--- src/rtl/alu_share_arbiter_if.sv ---
// Request/response and ALU-side signal bundle for alu_share_arbiter.
// The slave modport is the arbiter's view; master is the client/ALU side.
interface alu_share_arbiter_if #(
    parameter int WIDTH = 32
);
    logic             req0_valid, req1_valid;
    logic             req0_ready, req1_ready;
    logic [WIDTH-1:0] req0_a, req0_b, req1_a, req1_b;
    logic [3:0]       req0_op, req1_op;
    logic             rsp0_valid, rsp1_valid;
    logic             rsp0_ready, rsp1_ready;
    logic [WIDTH-1:0] rsp0_result, rsp1_result;
    logic             rsp0_zero, rsp1_zero;
    logic             busy;
    logic [WIDTH-1:0] alu_input1, alu_input2;
    logic [3:0]       alu_ALUControl;
    logic [WIDTH-1:0] alu_result;
    logic             alu_zero;

    modport slave (
        input  req0_valid, req1_valid, req0_a, req0_b, req1_a, req1_b,
               req0_op, req1_op, rsp0_ready, rsp1_ready, alu_result, alu_zero,
        output req0_ready, req1_ready, rsp0_valid, rsp1_valid,
               rsp0_result, rsp1_result, rsp0_zero, rsp1_zero, busy,
               alu_input1, alu_input2, alu_ALUControl
    );

    modport master (
        output req0_valid, req1_valid, req0_a, req0_b, req1_a, req1_b,
               req0_op, req1_op, rsp0_ready, rsp1_ready, alu_result, alu_zero,
        input  req0_ready, req1_ready, rsp0_valid, rsp1_valid,
               rsp0_result, rsp1_result, rsp0_zero, rsp1_zero, busy,
               alu_input1, alu_input2, alu_ALUControl
    );
endinterface

--- src/rtl/alu_share_arbiter.sv ---
// Round-robin front end sharing one combinational ALU between two clients.
// One operation in flight: accept -> one EXEC cycle -> RESP until consumed.
module alu_share_arbiter #(
    parameter int WIDTH = 32
) (
    input  logic              clk,
    input  logic              reset,
    alu_share_arbiter_if.slave bus
);
    typedef enum logic [1:0] {
        S_IDLE = 2'd0,
        S_EXEC = 2'd1,
        S_RESP = 2'd2
    } state_t;

    state_t           r_state, w_next;
    logic             r_last, r_id;
    logic [WIDTH-1:0] r_a, r_b, r_result;
    logic [3:0]       r_op;
    logic             r_zero;
    logic             w_grant_id, w_accept;

    // On a tie the requester that did not win last time is granted.
    always_comb begin
        w_grant_id = 1'b0;
        if (bus.req0_valid && bus.req1_valid) w_grant_id = ~r_last;
        else if (bus.req1_valid)              w_grant_id = 1'b1;
    end

    always_comb begin
        w_next         = r_state;
        w_accept       = 1'b0;
        bus.req0_ready = 1'b0;
        bus.req1_ready = 1'b0;
        bus.rsp0_valid = 1'b0;
        bus.rsp1_valid = 1'b0;
        case (r_state)
            S_IDLE: begin
                if (!reset && (bus.req0_valid || bus.req1_valid)) begin
                    w_accept       = 1'b1;
                    bus.req0_ready = ~w_grant_id;
                    bus.req1_ready = w_grant_id;
                    w_next         = S_EXEC;
                end
            end
            S_EXEC: w_next = S_RESP;
            S_RESP: begin
                bus.rsp0_valid = ~r_id;
                bus.rsp1_valid = r_id;
                if (r_id ? bus.rsp1_ready : bus.rsp0_ready) w_next = S_IDLE;
            end
            default: w_next = S_IDLE;
        endcase
    end

    always_ff @(posedge clk or posedge reset) begin
        if (reset) r_state <= S_IDLE;
        else       r_state <= w_next;
    end

    always_ff @(posedge clk or posedge reset) begin
        if (reset) begin
            r_last   <= 1'b1;
            r_id     <= 1'b0;
            r_a      <= '0;
            r_b      <= '0;
            r_op     <= '0;
            r_result <= '0;
            r_zero   <= 1'b0;
        end else begin
            if (w_accept) begin
                r_id   <= w_grant_id;
                r_last <= w_grant_id;
                r_a    <= w_grant_id ? bus.req1_a  : bus.req0_a;
                r_b    <= w_grant_id ? bus.req1_b  : bus.req0_b;
                r_op   <= w_grant_id ? bus.req1_op : bus.req0_op;
            end
            if (r_state == S_EXEC) begin
                r_result <= bus.alu_result;
                r_zero   <= bus.alu_zero;
            end
        end
    end

    assign bus.busy           = (r_state != S_IDLE);
    assign bus.rsp0_result    = r_result;
    assign bus.rsp1_result    = r_result;
    assign bus.rsp0_zero      = r_zero;
    assign bus.rsp1_zero      = r_zero;
    assign bus.alu_input1     = r_a;
    assign bus.alu_input2     = r_b;
    assign bus.alu_ALUControl = r_op;
endmodule

--- src/flat_wrapper.sv ---
// flat-port wrapper written by rule: the top's interface ports become plain ports
module alu_share_arbiter_flat 
#(
    parameter int WIDTH = 32
)
  (clk, reset, bus_req0_valid, bus_req1_valid, bus_req0_a, bus_req0_b, bus_req1_a, bus_req1_b, bus_req0_op, bus_req1_op, bus_rsp0_ready, bus_rsp1_ready, bus_alu_result, bus_alu_zero, bus_req0_ready, bus_req1_ready, bus_rsp0_valid, bus_rsp1_valid, bus_rsp0_result, bus_rsp1_result, bus_rsp0_zero, bus_rsp1_zero, bus_busy, bus_alu_input1, bus_alu_input2, bus_alu_ALUControl);
  alu_share_arbiter_if #(.WIDTH(WIDTH)) bus_i ();
  input  logic clk;
  input  logic reset;
  input wire logic [$bits(bus_i.req0_valid)-1:0] bus_req0_valid;
  input wire logic [$bits(bus_i.req1_valid)-1:0] bus_req1_valid;
  input wire logic [$bits(bus_i.req0_a)-1:0] bus_req0_a;
  input wire logic [$bits(bus_i.req0_b)-1:0] bus_req0_b;
  input wire logic [$bits(bus_i.req1_a)-1:0] bus_req1_a;
  input wire logic [$bits(bus_i.req1_b)-1:0] bus_req1_b;
  input wire logic [$bits(bus_i.req0_op)-1:0] bus_req0_op;
  input wire logic [$bits(bus_i.req1_op)-1:0] bus_req1_op;
  input wire logic [$bits(bus_i.rsp0_ready)-1:0] bus_rsp0_ready;
  input wire logic [$bits(bus_i.rsp1_ready)-1:0] bus_rsp1_ready;
  input wire logic [$bits(bus_i.alu_result)-1:0] bus_alu_result;
  input wire logic [$bits(bus_i.alu_zero)-1:0] bus_alu_zero;
  output wire logic [$bits(bus_i.req0_ready)-1:0] bus_req0_ready;
  output wire logic [$bits(bus_i.req1_ready)-1:0] bus_req1_ready;
  output wire logic [$bits(bus_i.rsp0_valid)-1:0] bus_rsp0_valid;
  output wire logic [$bits(bus_i.rsp1_valid)-1:0] bus_rsp1_valid;
  output wire logic [$bits(bus_i.rsp0_result)-1:0] bus_rsp0_result;
  output wire logic [$bits(bus_i.rsp1_result)-1:0] bus_rsp1_result;
  output wire logic [$bits(bus_i.rsp0_zero)-1:0] bus_rsp0_zero;
  output wire logic [$bits(bus_i.rsp1_zero)-1:0] bus_rsp1_zero;
  output wire logic [$bits(bus_i.busy)-1:0] bus_busy;
  output wire logic [$bits(bus_i.alu_input1)-1:0] bus_alu_input1;
  output wire logic [$bits(bus_i.alu_input2)-1:0] bus_alu_input2;
  output wire logic [$bits(bus_i.alu_ALUControl)-1:0] bus_alu_ALUControl;
  assign bus_i.req0_valid = bus_req0_valid;
  assign bus_i.req1_valid = bus_req1_valid;
  assign bus_i.req0_a = bus_req0_a;
  assign bus_i.req0_b = bus_req0_b;
  assign bus_i.req1_a = bus_req1_a;
  assign bus_i.req1_b = bus_req1_b;
  assign bus_i.req0_op = bus_req0_op;
  assign bus_i.req1_op = bus_req1_op;
  assign bus_i.rsp0_ready = bus_rsp0_ready;
  assign bus_i.rsp1_ready = bus_rsp1_ready;
  assign bus_i.alu_result = bus_alu_result;
  assign bus_i.alu_zero = bus_alu_zero;
  assign bus_req0_ready = bus_i.req0_ready;
  assign bus_req1_ready = bus_i.req1_ready;
  assign bus_rsp0_valid = bus_i.rsp0_valid;
  assign bus_rsp1_valid = bus_i.rsp1_valid;
  assign bus_rsp0_result = bus_i.rsp0_result;
  assign bus_rsp1_result = bus_i.rsp1_result;
  assign bus_rsp0_zero = bus_i.rsp0_zero;
  assign bus_rsp1_zero = bus_i.rsp1_zero;
  assign bus_busy = bus_i.busy;
  assign bus_alu_input1 = bus_i.alu_input1;
  assign bus_alu_input2 = bus_i.alu_input2;
  assign bus_alu_ALUControl = bus_i.alu_ALUControl;
  alu_share_arbiter #(.WIDTH(WIDTH)) u_core (.clk(clk), .reset(reset), .bus(bus_i));
endmodule
--- config.mk ---
export PLATFORM = sky130hd
export DESIGN_NAME = alu_share_arbiter_flat
export DESIGN_NICKNAME = d
export VERILOG_FILES = /design/src/rtl/alu_share_arbiter_if.sv /design/src/rtl/alu_share_arbiter.sv /design/src/flat_wrapper.sv
export SDC_FILE = /design/constraint.sdc
export NUM_CORES = 1
export LEC_CHECK = 0
export BUFFER_PORTS_ARGS = -buffer_cell sky130_fd_sc_hd__buf_4
export CAP_MARGIN = 25
export CORE_MARGIN = 8
export CORE_UTILIZATION = 26
export CTS_CLUSTER_SIZE = 30
export DETAILED_ROUTE_END_ITERATION = 7
export GPL_TIMING_DRIVEN = 1
export PLACE_DENSITY = 0.59
export RECOVER_POWER = 100
export SYNTH_ARGS = -nofsm -noshare
export SYNTH_HDL_FRONTEND = slang
export SYNTH_SLANG_ARGS = --single-unit
--- constraint.sdc ---
create_clock -name clk -period 3.85 [get_ports clk]
set_input_delay 0 -clock clk [delete_from_list [all_inputs] [get_ports clk]]
set_output_delay 0 -clock clk [all_outputs]
set_load 0.05 [all_outputs]
==> results of run 1 <==
## flip-flops by register name, summed over array words and instances, names as in the netlist
name	flops
u_core.r_state	2
u_core.bus.rsp0_zero	1
u_core.bus.alu_ALUControl	4
u_core.r_last	1
u_core.bus.rsp0_result	32
u_core.bus.alu_input2	32
u_core.r_id	1
u_core.bus.alu_input1	32
## cells in the final DEF (no fill, tap or decap), types with 3 or more instances in the layout
master | Yosys | routed
buf_4 | 33 | 179
clkbuf_1 | 13 | 141
dlygate4sd3_1 | 0 | 104
dfrtp_1 | 104 | 104
nor3_1 | 69 | 69
nand2_1 | 69 | 69
a221o_1 | 68 | 68
mux2_2 | 34 | 34
clkbuf_16 | 0 | 9
diode_2 | 0 | 3
nand2b_1 | 3 | 3
inv_1 | 4 | 3
## worst reg2reg max path, cell delays in order, from the launching register on
cell	delay (ns)
dfrtp_1	0.39
nor3_1	0.09
o21ai_1	1.04
buf_4	0.67
inv_1	0.14
o21a_1	0.19
## worst max path at each step
stage                                  startpoint                                       end  slack, ns  depth (start not counted)
CTS                 u_core.r_state[0]$_DFFE_PP0P_     u_core.bus.alu_input2[28]$_DFFE_PP0P_       1.74                          4
global route                                reset     u_core.bus.alu_input2[13]$_DFFE_PP0P_       0.86                          4
global placement    u_core.r_state[0]$_DFFE_PP0P_     u_core.bus.alu_input1[27]$_DFFE_PP0P_       1.78                          4
detailed placement  u_core.r_state[0]$_DFFE_PP0P_     u_core.bus.alu_input2[28]$_DFFE_PP0P_       1.74                          4
finish              u_core.r_state[0]$_DFFE_PP0P_                 u_core.r_last$_DFFE_PP1P_       1.27                          5
floorplan                                   reset  u_core.bus.alu_ALUControl[0]$_DFFE_PP0P_       1.09                          1
## cell usage after synthesis, drive strengths merged
master,n,area [um2]
dfrtp,104,2600
nand2,69,259
nor3,69,345
a221o,68,681
buf,63,422
mux2,34,383
clkbuf,13,48.8
inv,4,15.0
nand2b,3,18.8
nor2,2,7.51
o21ai,2,10.0
a21oi,1,5.00
and3,1,6.26
dfstp,1,26.3
nand3,1,5.00
nor2b,1,6.26
o21a,1,7.51
or2,1,6.26
or3,1,6.26
## layout make-up
type / instances / area (um2)
flip-flops and latches: 105 / 2630
multi-input cells: 254 / 1760
diodes: 3 / 7.51
well taps: 234 / 293
clock buffers: 11 / 253
repair buffers: 426 / 2940
inverters: 4 / 16.3
fillers: 1889 / 10600
clock inverters: 5 / 38.8
## logic make-up after synthesis
| kind of cell | synth area share |
|---|---|
| AOI/OAI and AO/OA | 0.145 |
| muxes | 0.0788 |
| DFF | 0.541 |
| and+or+nand+nor | 0.136 |
| buffers and inverters | 0.0999 |
## per-stage QoR
| stage | power (W) | utilization | hold WS (ns) |
|---|---|---|---|
| finish | 0.00739 | 0.428 | 0.0350 |
| CTS | 0.00811 | 0.458 | 0.0157 |
| global placement | 0.00703 | 0.385 | 0.230 |
| detailed placement | 0.00707 | 0.386 | 0.0193 |
| floorplan | 0.00566 | - | 0.145 |
| global route | 0.00774 | 0.428 | 0.0187 |
## metal layers
layer	global-route usage	vias up
met5	0	-
met1	0.173	2316
met3	0.0649	40
met4	0.0712	4
met2	0.278	227
li1	-	2301
## power by group
part | leakage [nW] | total [W] | internal [W] | switching (W)
combinational | 2.12 | 0.00447 | 0.00101 | 0.00346
sequential | 1.28 | 0.00200 | 0.00164 | 0.000361
clock | 0.142 | 0.000917 | 0.000479 | 0.000438
total | 3.53 | 0.00739 | 0.00313 | 0.00426
## repair_timing
action / CTS / global route
hold buffers: 104 / 0
setup endpoints to repair: 0 / 0
endpoints found under the hold margin: 125 / 0
==> key figures, run 1 <==
Outcome
  • Status: finished with violations
  • Violated checks: max-capacitance violations, max-slew violations

Clocking
  • CTS sink count: roughly 110
  • Clock edge transition at the registers on the reported setup and hold paths: about 0.08 ns
  • CTS tree: yes
  • Clock buffer depth: 2
  • Htree depth: 3
  • Cts bufs inserted: 9
  • Post-cts resize count: 0
  • Root Buffer: clkbuf_16
  • Post-CTS Setup Bufs: 0
  • Clk_lat worst skew: 0.35 ns

Final layout
  • Non-filler cells, final: about 1000
  • Final nets: ~980
  • Area delta synth->final: 63.2%
  • Fraction of layout cells with a size suffix above 1: 0.293
  • Final non-filler cell area: about 7900 um2

Global routing
  • Congestion Overflow GR: 0
  • Initial antenna violation count: 5
  • Vias in the first global route: approximately 5400
  • Largest net degree at the start of global routing: 71
  • Wire length of the first global-routing pass: around 30 mm
  • Tot GR Track Use: 0.162

Die
  • DIE AREA: ~23000 um2
  • DIE WIDTH: between 150 and 200 um
  • # rows: 50
  • Starting density of the core: 0.263
  • Core area: roughly 19000 um2
  • Boundary Pins: between 300 and 400
  • Die height: about 150 um

STA
  • Setup TNS: 0 ns
  • Slew at the pin closest to its max-slew limit: between 2 and 2.5 ns
  • Crit path time final: between 2 and 3 ns
  • Final setup viols: 0
  • Post-Route Skew: 0.0119 ns
  • Slew margin rel.: -0.350
  • Final WS setup: between 1 and 1.5 ns
  • RSZ-0062 raised after global routing: false
  • Fin. max-slew vios: ~120
  • Final hold viol count: 0
  • Fin crit share: 0.671
  • Fmax: 387 MHz

Routing
  • Routed WL: approximately 20 mm
  • Via density: approximately 4.7
  • Post-route ant nets: 0
  • Met3 wire len: around 1.6 mm
  • Routed wl met2: 9.65 mm
  • WL/cell: around 19 um
  • DRT iter0 DRCs: around 200
  • Top Layer Used: met5
  • DRT Pass-1 Iters: 4
  • Post-route DRC: 0
  • DRT met1 WL: approximately 7.8 mm
  • DR vias: 4888

Logic synthesis
  • Syn Area/Cell: between 10 and 15 um2
  • Syn nets: about 610
  • Mapped Cells: between 400 and 500
  • Sequential area share after synthesis: 0.541
  • Synth Warn #: 0
  • Synth Register Bits: 105
  • Synthesized area: between 4000 and 5000 um2
  • Netlist cell types: 23

Worst setup path
  • CP arrival: between 2 and 3 ns
  • Crit-path leading delay family: compound AO/OA/AOI/OAI gates
  • R2R cell count: 5
  • CP max-delay cell: o21ai_1
  • Startpoint Class: flip-flop
  • Worst Setup End Kind: flip-flop
  • Critical R2R Launch: u_core.r_state[0]$_DFFE_PP0P_
  • Setup CP Type: reg -> reg
  • Reg-to-Reg End: u_core.r_last$_DFFE_PP1P_
  • FF-to-FF setup slack: about 1.3 ns
  • Crit Path Max Fanout: 45
  • Critical-path cell list: nor3_1, o21ai_1, buf_4, inv_1, o21a_1
  • Worst path bufs/invs: 2
  • WP data required: roughly 4.1 ns
  • Worst path max stage delay: 1.04 ns

Power
  • Leak pwr: 3.53 nW
  • Worst vdd ir: ~340 uV
  • Power Dens Cells: around 930 nW/um2

Run
  • Max cap viols: 3

Place
  • Placed Area: a little over 7000 um2
  • Setup WS pre-CTS: between 1.5 and 2 ns
  • PortBufs: 313
  • Gp weighted congestion: 0.756
  • HPWL Detailed: around 13 mm
  • DP Cell Count: between 900 and 1000

Worst hold path
  • Hold path depth: 4
  • Worst Min Path Start: bus_req0_b[16]
  • Hold Crit Class: in -> reg
  • Worst Hold End: u_core.bus.alu_input2[16]$_DFFE_PP0P_
Note: power is estimated with default switching activity, not from simulation.
==> inputs of run 2 (changes only) <==
==> constraint.sdc (replaced) <==
create_clock -name clk -period 2.4 [get_ports clk]
set_input_delay 0 -clock clk [delete_from_list [all_inputs] [get_ports clk]]
set_output_delay 0 -clock clk [all_outputs]
set_load 0.05 [all_outputs]
==> key figures, run 2 (synthesized netlist as in run 1, its figures left out) <==
Worst setup path
  • Startpoint Class: flip-flop
  • Setup CP Type: reg -> reg
  • Worst Setup SP: u_core.r_state[0]$_DFFE_PP0P_
  • Critical-path cell list: nor3_1, o21ai_4, clkbuf_2, a221o_1
  • CP max-delay cell: clkbuf_2
  • Critical R2R Launch: u_core.r_state[0]$_DFFE_PP0P_
  • FF-to-FF setup slack: 0.19 ns
  • Reg-to-Reg End: u_core.bus.alu_input2[2]$_DFFE_PP0P_
  • CP arrival: between 2 and 2.5 ns
  • Worst Setup End Kind: flip-flop
  • WP data required: approximately 2.6 ns
  • Setup crit end: u_core.bus.alu_input2[2]$_DFFE_PP0P_
  • Worst path max stage delay: between 0.5 and 0.6 ns
  • R2R cell count: 4
  • Crit Path Max Fanout: 38

Power
  • NetSw: roughly 0.0068 W
  • Int Power: around 0.005 W
  • Logic pwr share: 0.604
  • Leak pwr: 3.55 nW
  • Clock power share: 0.126
  • Worst vdd ir: ~680 uV
  • Power Dens Cells: about 1500 nW/um2
  • Seq pwr share: 0.270
  • Sw Ratio: 0.571

Die
  • Starting density of the core: 0.263
  • # rows: 50
  • Boundary Pins: about 310
  • DIE WIDTH: 153 um
  • Core area: around 19000 um2
  • Die height: 153 um
  • DIE AREA: 23300 um2

STA
  • Final hold viol count: 0
  • Crit path time final: 2.21 ns
  • Fin. max-slew vios: 0
  • Fmax: ~450 MHz
  • Slew at the pin closest to its max-slew limit: about 1.2 ns
  • Final setup viols: 0
  • Fin crit share: 0.920
  • RSZ-0062 raised after global routing: false
  • Post-Route Skew: 0.00791 ns
  • WHS: 0.0447 ns
  • Slew margin rel.: 0.224
  • Setup TNS: 0 ns

Place
  • HPWL Detailed: roughly 13 mm
  • PortBufs: 313
  • Gp weighted congestion: 0.736

Clocking
  • Htree depth: 3
  • Cts bufs inserted: 9
  • CTS tree: yes
  • Clock edge transition at the registers on the reported setup and hold paths: roughly 0.07 ns
  • CTS sink count: roughly 110
  • Clk_lat worst skew: 0.35 ns
  • Clock buffer depth: 2
  • Post-cts resize count: 0
  • Root Buffer: clkbuf_16

Routing
  • Via density: around 4.7
  • Met3 wire len: approximately 1.7 mm
  • Routed WL: 19.2 mm
  • DRT Pass-1 Iters: 6
  • Post-route ant nets: 0
  • DRT iter0 DRCs: between 200 and 250
  • WL/cell: ~18 um
  • Routed wl met2: between 9 and 10 mm
  • Top Layer Used: met4
  • Post-route DRC: 0
  • DR vias: between 4000 and 5000
  • DRT met1 WL: about 7.7 mm

Global routing
  • Largest net degree at the start of global routing: 70
  • Vias in the first global route: around 5400
  • Congestion Overflow GR: 0
  • Tot GR Track Use: 0.161
  • Initial antenna violation count: 1
  • Wire length of the first global-routing pass: between 30 and 40 mm

Outcome
  • Status: complete, no violations

Worst hold path
  • Hold Crit Class: in -> reg

Final layout
  • Area delta synth->final: 63.8%
  • Fraction of layout cells with a size suffix above 1: 0.295
  • Commonest non-fill, non-tap cell in the layout: buf_4
  • Final nets: around 980
  • Most frequent cells in the layout: buf_4, clkbuf_1, dlygate4sd3_1, dfrtp_1

Run
  • Max cap viols: 0
[run 2: cell types whose count changed in the layout (fill, tap and decap cells not counted), sizes merged]
cell	previous run	this run
clkbuf	153	157
buf	180	178
diode	3	1
bufinv	0	1
clkinvlp	2	1
inv	4	3
[run 2: power groups by stage]
| stage | sequential, W | clock [W] | combinational (W) |
|---|---|---|---|
| finish | 0.00321 | 0.00150 | 0.00718 |
| global route | 0.00334 | 0.00162 | 0.00749 |
| CTS | 0.00325 | 0.00156 | 0.00823 |
| detailed placement | 0.00325 | 0 | 0.00810 |
| global placement | 0.00325 | 0 | 0.00805 |
| floorplan | 0.00606 | 0 | 0.00302 |
[run 2: worst min path at each step]
stage                        start                                  endpoint  slack (ns)  cells past startpoint
global placement             reset             u_core.r_state[0]$_DFFE_PP0P_       -0.09                      2
global route        bus_req0_a[10]     u_core.bus.alu_input1[10]$_DFFE_PP0P_        0.04                      4
floorplan           bus_req1_op[0]  u_core.bus.alu_ALUControl[0]$_DFFE_PP0P_        0.15                      1
detailed placement           reset             u_core.r_state[0]$_DFFE_PP0P_        -0.1                      2
finish               bus_req0_a[9]      u_core.bus.alu_input1[9]$_DFFE_PP0P_        0.04                      4
CTS                 bus_req0_b[19]     u_core.bus.alu_input2[19]$_DFFE_PP0P_        0.02                      4
[run 2: cell type report]
class,count,area (um2)
Antenna cell,1,2.50
Clock buffer,12,246
Inverter,4,16.3
Clock inverter,4,52.6
Timing Repair Buffer,427,2950
Multi-Input combinational cell,254,1770
Sequential cell,105,2630
Tap cell,234,293
Fill cell,1909,10600
[run 2: stage by stage]
step	setup WS, ns	instances	cell area, um2	util	power [W]
floorplan	0.852	439	4860	-	0.00908
global placement	0.627	920	7160	0.387	0.0113
detailed placement	0.592	920	7160	0.387	0.0113
CTS	0.240	1040	8500	0.459	0.0130
global route	0.0854	1041	7960	0.430	0.0125
finish	0.192	1041	7960	0.430	0.0119
[run 2: worst max-delay path, delay by kind of cell, from the launching register on]
family,cells,cell delay (ns)
DFF,1,0.41
AOI/OAI and AO/OA,2,0.63
buffers and inverters,1,0.53
and+or+nand+nor,1,0.50
[run 2: layer usage]
layer / track usage / vias to the layer above
met5: 0 / -
met4: 0.0697 / 0
met3: 0.0590 / 32
met2: 0.270 / 242
met1: 0.181 / 2354
li1: - / 2305
[run 2: what timing repair did]
action                                 4_1_cts  5_1_grt
buffers inserted                             0        0
endpoints found under the hold margin      207        0
hold buffers                               104        0
